--- src/rtl/irq_dispatch_ctrl.sv ---
// irq_dispatch_ctrl: SM83 interrupt dispatch sequencer (stall core, clear IME, push PC, jump to vector).
// Optional IRQ_DISPATCH_CANCEL_EN: re-select the serviced source at the jump (IE-overwrite quirk).
module irq_dispatch_ctrl #(
   parameter logic [15:0] VEC_BASE = 16'h0040,
   parameter int unsigned NUM_SRC  = 5
) (
   input  logic               clk,
   input  logic               rst,
   input  logic               boundary,
   input  logic               halted,
   input  logic               ime,
   input  logic [7:0]         r_ie,
   input  logic [NUM_SRC-1:0] if_flags,
   input  logic [15:0]        r_pc,
   input  logic [15:0]        r_sp,
   output logic               busy,
   output logic               ime_clr,
   output logic               wake,
   output logic [NUM_SRC-1:0] if_clr,
   output logic               pc_wen,
   output logic [15:0]        w_pc,
   output logic               sp_wen,
   output logic [15:0]        w_sp,
   output logic               mem_req,
   output logic [15:0]        mem_addr,
   output logic [7:0]         mem_wdata,
   input  logic               mem_ack
);

   localparam int unsigned IDX_W = (NUM_SRC > 1) ? $clog2(NUM_SRC) : 1;

   typedef enum logic [2:0] {
      S_IDLE, S_WAIT0, S_WAIT1, S_PUSH_HI, S_PUSH_LO, S_JUMP
   } state_e;

   state_e             state_q;
   logic [IDX_W-1:0]   src_q;
   logic               wake_cond_q;
   logic               busy_q, ime_clr_q, wake_q, pc_wen_q, sp_wen_q, mem_req_q;
   logic [NUM_SRC-1:0] if_clr_q;
   logic [15:0]        w_pc_q, w_sp_q, mem_addr_q;
   logic [7:0]         mem_wdata_q;

   logic [NUM_SRC-1:0] pend;
   logic               pend_any;
   logic               wake_cond;
   logic [IDX_W-1:0]   sel_idx;
   logic [15:0]        jump_pc;
   logic [NUM_SRC-1:0] jump_clr;

   // Lowest set bit has the highest priority.
   function automatic logic [IDX_W-1:0] lowest_idx(input logic [NUM_SRC-1:0] v);
      lowest_idx = '0;
      for (int i = int'(NUM_SRC) - 1; i >= 0; i--)
         if (v[i]) lowest_idx = IDX_W'(i);
   endfunction

   function automatic logic [15:0] vec_of(input logic [IDX_W-1:0] idx);
      vec_of = VEC_BASE + 16'({idx, 3'b000});
   endfunction

   function automatic logic [NUM_SRC-1:0] onehot_of(input logic [IDX_W-1:0] idx);
      onehot_of = NUM_SRC'(1) << idx;
   endfunction

   assign pend      = r_ie[NUM_SRC-1:0] & if_flags;
   assign pend_any  = |pend;
   assign wake_cond = halted & pend_any;
   assign sel_idx   = lowest_idx(pend);

`ifdef IRQ_DISPATCH_CANCEL_EN
   // The high-byte push may have rewritten IE, so the winner is decided again at the jump.
   assign jump_pc  = pend_any ? vec_of(sel_idx) : 16'h0000;
   assign jump_clr = pend_any ? onehot_of(sel_idx) : '0;
`else
   assign jump_pc  = vec_of(src_q);
   assign jump_clr = onehot_of(src_q);
`endif

   generate
      if (NUM_SRC < 8) begin : g_ie_hi
         logic unused_ie_hi;
         assign unused_ie_hi = ^r_ie[7:NUM_SRC];
      end
   endgenerate

   always_ff @(posedge clk or posedge rst) begin
      if (rst) begin
         state_q     <= S_IDLE;
         src_q       <= '0;
         wake_cond_q <= 1'b0;
         busy_q      <= 1'b0;
         ime_clr_q   <= 1'b0;
         wake_q      <= 1'b0;
         pc_wen_q    <= 1'b0;
         sp_wen_q    <= 1'b0;
         mem_req_q   <= 1'b0;
         if_clr_q    <= '0;
         w_pc_q      <= '0;
         w_sp_q      <= '0;
         mem_addr_q  <= '0;
         mem_wdata_q <= '0;
      end else begin
         ime_clr_q   <= 1'b0;
         pc_wen_q    <= 1'b0;
         sp_wen_q    <= 1'b0;
         if_clr_q    <= '0;
         wake_cond_q <= wake_cond;
         wake_q      <= wake_cond & ~wake_cond_q;
         case (state_q)
            S_IDLE: begin
               if ((boundary | halted) & ime & pend_any) begin
                  state_q   <= S_WAIT0;
                  busy_q    <= 1'b1;
                  ime_clr_q <= 1'b1;
                  src_q     <= sel_idx;
               end
            end
            S_WAIT0: state_q <= S_WAIT1;
            S_WAIT1: begin
               state_q     <= S_PUSH_HI;
               mem_req_q   <= 1'b1;
               mem_addr_q  <= r_sp - 16'd1;
               mem_wdata_q <= r_pc[15:8];
            end
            // Each pushed address is the new SP, so w_sp reuses it rather than waiting on r_sp.
            S_PUSH_HI: begin
               if (mem_ack) begin
                  state_q     <= S_PUSH_LO;
                  sp_wen_q    <= 1'b1;
                  w_sp_q      <= mem_addr_q;
                  mem_addr_q  <= mem_addr_q - 16'd1;
                  mem_wdata_q <= r_pc[7:0];
               end
            end
            S_PUSH_LO: begin
               if (mem_ack) begin
                  state_q     <= S_JUMP;
                  sp_wen_q    <= 1'b1;
                  w_sp_q      <= mem_addr_q;
                  mem_req_q   <= 1'b0;
                  mem_addr_q  <= '0;
                  mem_wdata_q <= '0;
                  pc_wen_q    <= 1'b1;
                  w_pc_q      <= jump_pc;
                  if_clr_q    <= jump_clr;
               end
            end
            S_JUMP: begin
               state_q <= S_IDLE;
               busy_q  <= 1'b0;
               w_pc_q  <= '0;
               w_sp_q  <= '0;
            end
            default: begin
               state_q     <= S_IDLE;
               busy_q      <= 1'b0;
               mem_req_q   <= 1'b0;
               mem_addr_q  <= '0;
               mem_wdata_q <= '0;
               w_pc_q      <= '0;
               w_sp_q      <= '0;
            end
         endcase
      end
   end

   assign busy      = busy_q;
   assign ime_clr   = ime_clr_q;
   assign wake      = wake_q;
   assign if_clr    = if_clr_q;
   assign pc_wen    = pc_wen_q;
   assign w_pc      = w_pc_q;
   assign sp_wen    = sp_wen_q;
   assign w_sp      = w_sp_q;
   assign mem_req   = mem_req_q;
   assign mem_addr  = mem_addr_q;
   assign mem_wdata = mem_wdata_q;

endmodule

--- config.mk ---
export PLATFORM = sky130hd
export DESIGN_NAME = irq_dispatch_ctrl
export DESIGN_NICKNAME = d
export VERILOG_FILES = /design/src/rtl/irq_dispatch_ctrl.sv
export SDC_FILE = /design/constraint.sdc
export NUM_CORES = 1
export LEC_CHECK = 0
export CORE_MARGIN = 5
export CORE_UTILIZATION = 30
export CTS_CLUSTER_DIAMETER = 80
export DETAILED_ROUTE_END_ITERATION = 16
export GPL_TIMING_DRIVEN = 0
export HOLD_SLACK_MARGIN = 0.08
export REMOVE_ABC_BUFFERS = 1
export SYNTH_ARGS = -nofsm -noshare
export SYNTH_HDL_FRONTEND = slang
export SYNTH_SLANG_ARGS = --single-unit
export TNS_END_PERCENT = 30
--- constraint.sdc ---
create_clock -name clk -period 7.2 [get_ports clk]
set_input_delay 1.44 -clock clk [delete_from_list [all_inputs] [get_ports clk]]
set_output_delay 1.44 -clock clk [all_outputs]
set_load 0.005 [all_outputs]
==> metrics <==
result of the run=finished, final reports clean; maximum fanout count along the critical path=9; First DRT Iteration DRCs=141; Buffers & Inverters on Critical Path=1; number of library cell types mapped by synthesis=between 50 and 60; number of vias after detailed routing=just under 3000; endpoint type of the worst setup path=flop; sequential cell area=~0.0016 mm2; register bit count reported by yosys=62; highest attainable clock frequency=around 0.26 GHz; library cell with the largest summed area after synthesis=sky130_fd_sc_hd__dfrtp_1; Synth top area share=47.1%; Hold Fails Final Rpt=0; Tcrit/Tclk final=a little over half; RePlAce Congestion=around 0.85; largest stage delay on the critical path=between 0.6 and 0.7 ns; netlist area before placement=~0.0033 mm2; HP Class=flop to flop; measured slew at the worst slew-check pin=about 1 ns; placed cell area=about 0.0044 mm2; Hold-fix buffers, CTS=0; Fin Setup TNS=0 ns; remaining routing DRC violations=0; most used cells in the layout excluding fill and tap cells=102 x sky130_fd_sc_hd__clkdlybuf4s50_1, 62 x sky130_fd_sc_hd__dfrtp_1, 34 x sky130_fd_sc_hd__nor2_1, 21 x sky130_fd_sc_hd__a22o_1, 19 x sky130_fd_sc_hd__nand2_1; overall die area=0.0132 mm2; maximum buffer depth of the clock tree=2; Sink Count=62; drt first pass iters=4; Req. time, crit path=7.39 ns; Lkg Pwr=roughly 1.9 nW; Final Critical Period=roughly 3.9 ns; initial antenna violation count=0; count of port buffers added during placement=102; worst path cell trace=clkdlybuf4s50_1 -> mux2i_1 -> ha_1 -> nor4b_1 -> nand3_1 -> a2111oi_0 -> mux2i_1 -> o221ai_1; vias in the first global route=2972; routed length per placed instance=about 17 um; Yosys warning total=0; ANT nets after route=0; signed area change from the synthesized netlist to the final layout=40.8%; die height=between 100 and 150 um; number of endpoints failing setup at the final stage=0; leading cell type in the layout, fill and taps excluded=sky130_fd_sc_hd__clkdlybuf4s50_1; Final Net Count=approximately 470; buffers inserted during post-CTS setup optimization=0; worst-case setup margin in the final layout=around 3.3 ns; maximum vdd drop=0.164 mV; CTS H-tree depth=3; DP Wirelength=between 6 and 7 mm; Clock Root Buffer=sky130_fd_sc_hd__clkbuf_8; share of flip-flops with an asynchronous set or reset=100%; final-report max-slew violation count=0; area occupied by multi-input gates=0.00160 mm2; largest net degree at the start of global routing=42; Max transition margin=33.6%; mean post-synth cell area=10.2 um2; number of max-cap violations=0; most instantiated flip-flop cell in the synthesis netlist=sky130_fd_sc_hd__dfrtp_1; Layout Skew=between 0.006 and 0.007 ns; crit path launch type=primary input; starting density of the core=30.5%; Worst EP arrival=4.06 ns; per-cell via count in the routed design=around 5.1; unrepaired setup endpoints after global routing=no; final routed wirelength across all metal layers=between 9 and 10 mm; Inserted Clock Buffers=9; CTS tree=done; die width=between 100 and 150 um; global-route wire length before repair=15.6 mm; Finished Cell Area=between 0.004 and 0.005 mm2; filler instances=about 1000; Min-Delay Startpoint=wake_cond_q; register area share after synthesis=between 40% and 50%; launch point of the critical path=r_sp[0]; number of diodes=0; power per standard cell area=about 390 mW/mm2; site row count=38; Post-synth EDFFs=0; class of the most critical setup path=primary input to flop; clock insertion delay at the later pin of the skew report=about 0.34 ns; setup slack at placement=approximately 3 ns; cell at the slowest stage of the critical path=sky130_fd_sc_hd__a2111oi_0; num ports=118; synthesized instance count=~320; GR Util All Layers=14.9%; global-route congestion overflow total=0; fraction of layout instances using a drive strength above 1=roughly 8.5%; clock slew seen by the registers of the worst setup and hold paths=0.08 ns; Synth area leaders=sky130_fd_sc_hd__dfrtp_1 47%, sky130_fd_sc_hd__a22o_1 5.6%, sky130_fd_sc_hd__nor2_1 3.9%, sky130_fd_sc_hd__mux2i_1 3.3%, sky130_fd_sc_hd__buf_4 2.7%; number of gates resized after cts=0; CP dominant cell by count=sky130_fd_sc_hd__mux2i_1; Largest delay share family, worst path=compound AO/OA/AOI/OAI gates; RR Startpoint=state_q[2]; Core Area=around 0.011 mm2
synth_stat cells (2+ instances only):
cell                         n
sky130_fd_sc_hd__a22oi_1     2
sky130_fd_sc_hd__o211ai_1    8
sky130_fd_sc_hd__nand2b_1    3
sky130_fd_sc_hd__a21o_1      2
sky130_fd_sc_hd__nor2_1     34
sky130_fd_sc_hd__buf_4      12
sky130_fd_sc_hd__a32o_1      2
sky130_fd_sc_hd__a21oi_1    15
sky130_fd_sc_hd__o21a_1      3
sky130_fd_sc_hd__buf_1       2
sky130_fd_sc_hd__nand2_1    19
sky130_fd_sc_hd__xnor2_1     7
sky130_fd_sc_hd__a31oi_1     3
sky130_fd_sc_hd__nand4b_1    2
sky130_fd_sc_hd__mux2_2      5
sky130_fd_sc_hd__mux2i_1    11
sky130_fd_sc_hd__a22o_1     21
sky130_fd_sc_hd__nand3_1     5
sky130_fd_sc_hd__a221oi_1    9
sky130_fd_sc_hd__nor3_1      4
sky130_fd_sc_hd__dfrtp_1    62
sky130_fd_sc_hd__a211o_1     2
sky130_fd_sc_hd__xor2_1      5
sky130_fd_sc_hd__nor4_1      7
sky130_fd_sc_hd__a2111oi_0   6
sky130_fd_sc_hd__or2_2       3
sky130_fd_sc_hd__and2_1      4
sky130_fd_sc_hd__o21ai_0    11
sky130_fd_sc_hd__nor2b_1     2
sky130_fd_sc_hd__o41ai_1     2
sky130_fd_sc_hd__clkbuf_1   14
sky130_fd_sc_hd__a22o_2      2
sky130_fd_sc_hd__nor4b_1     3
sky130_fd_sc_hd__inv_1       7
sky130_fd_sc_hd__or4_4       2
per-stage QoR:
stage	hold slack (ns)	std cells	power (W)	util, %
2_1_floorplan	0.378	305	0.00105	-
3_3_place_gp	0.390	547	0.00146	40.5
3_5_place_dp	0.406	549	0.00149	40.8
4_1_cts	0.423	565	0.00185	43.0
5_1_grt	0.437	565	0.00198	43.0
6_report	0.414	565	0.00182	43.0
registers in the layout, indices dropped and copies added, names as in the netlist, 3 cells and up:
register	flops
mem_addr	16
w_sp	16
mem_wdata	8
if_clr	5
w_pc	4
src_q	3
state_q	3
worst paths after layout:
kind                           endpoint  slack, ns  cells after the start
max                        mem_addr[10]       3.34                      8
max reg2reg                mem_addr[10]       3.77                      8
min in group asynchronous       w_sp[4]       1.44                      2
max in group asynchronous  mem_addr[14]       5.17                      3
min reg2reg                        wake       0.41                      1
min                                wake       0.41                      1
cell type report:
type                    instances  share of cell area (%)
multi-input cells             236                    34.6
flip-flops and latches         62                    33.5
repair buffers                104                    22.6
well taps                     140                    3.78
clock buffers                  10                    2.97
clock inverters                 6                    2.00
inverters                       7                   0.567
routing by layer:
| layer | up-vias | global-route usage, % | part of all wire [%] |
|---|---|---|---|
| met4 | 0 | 5.16 | 1.2 |
| met3 | 10 | 3.21 | 6.0 |
| met2 | 94 | 25.0 | 49 |
| met1 | 1384 | 19.2 | 44 |
| li1 | 1401 | - | - |
| met5 | - | 0 | 0 |
report_power, final:
group	internal (W)	switching, W	total [W]
combinational	0.000434	0.000402	0.000836
clock	0.000207	0.000151	0.000358
sequential	0.000478	0.000152	0.000630
cells by family (layout without fill, tap and decap cells):
group	count (synthesis)	in the layout	synth area share, %
buffers and inverters	36	127	5.51
muxes	16	16	5.06
other	1	12	0.114
AOI/OAI and AO/OA	99	99	23.3
and+or+nand+nor	96	96	15.3
adders and majority gates	1	1	0.380
xor gates and xnor gates	12	12	3.19
DFF	62	62	47.1
Power figures use the tool's default switching activity.
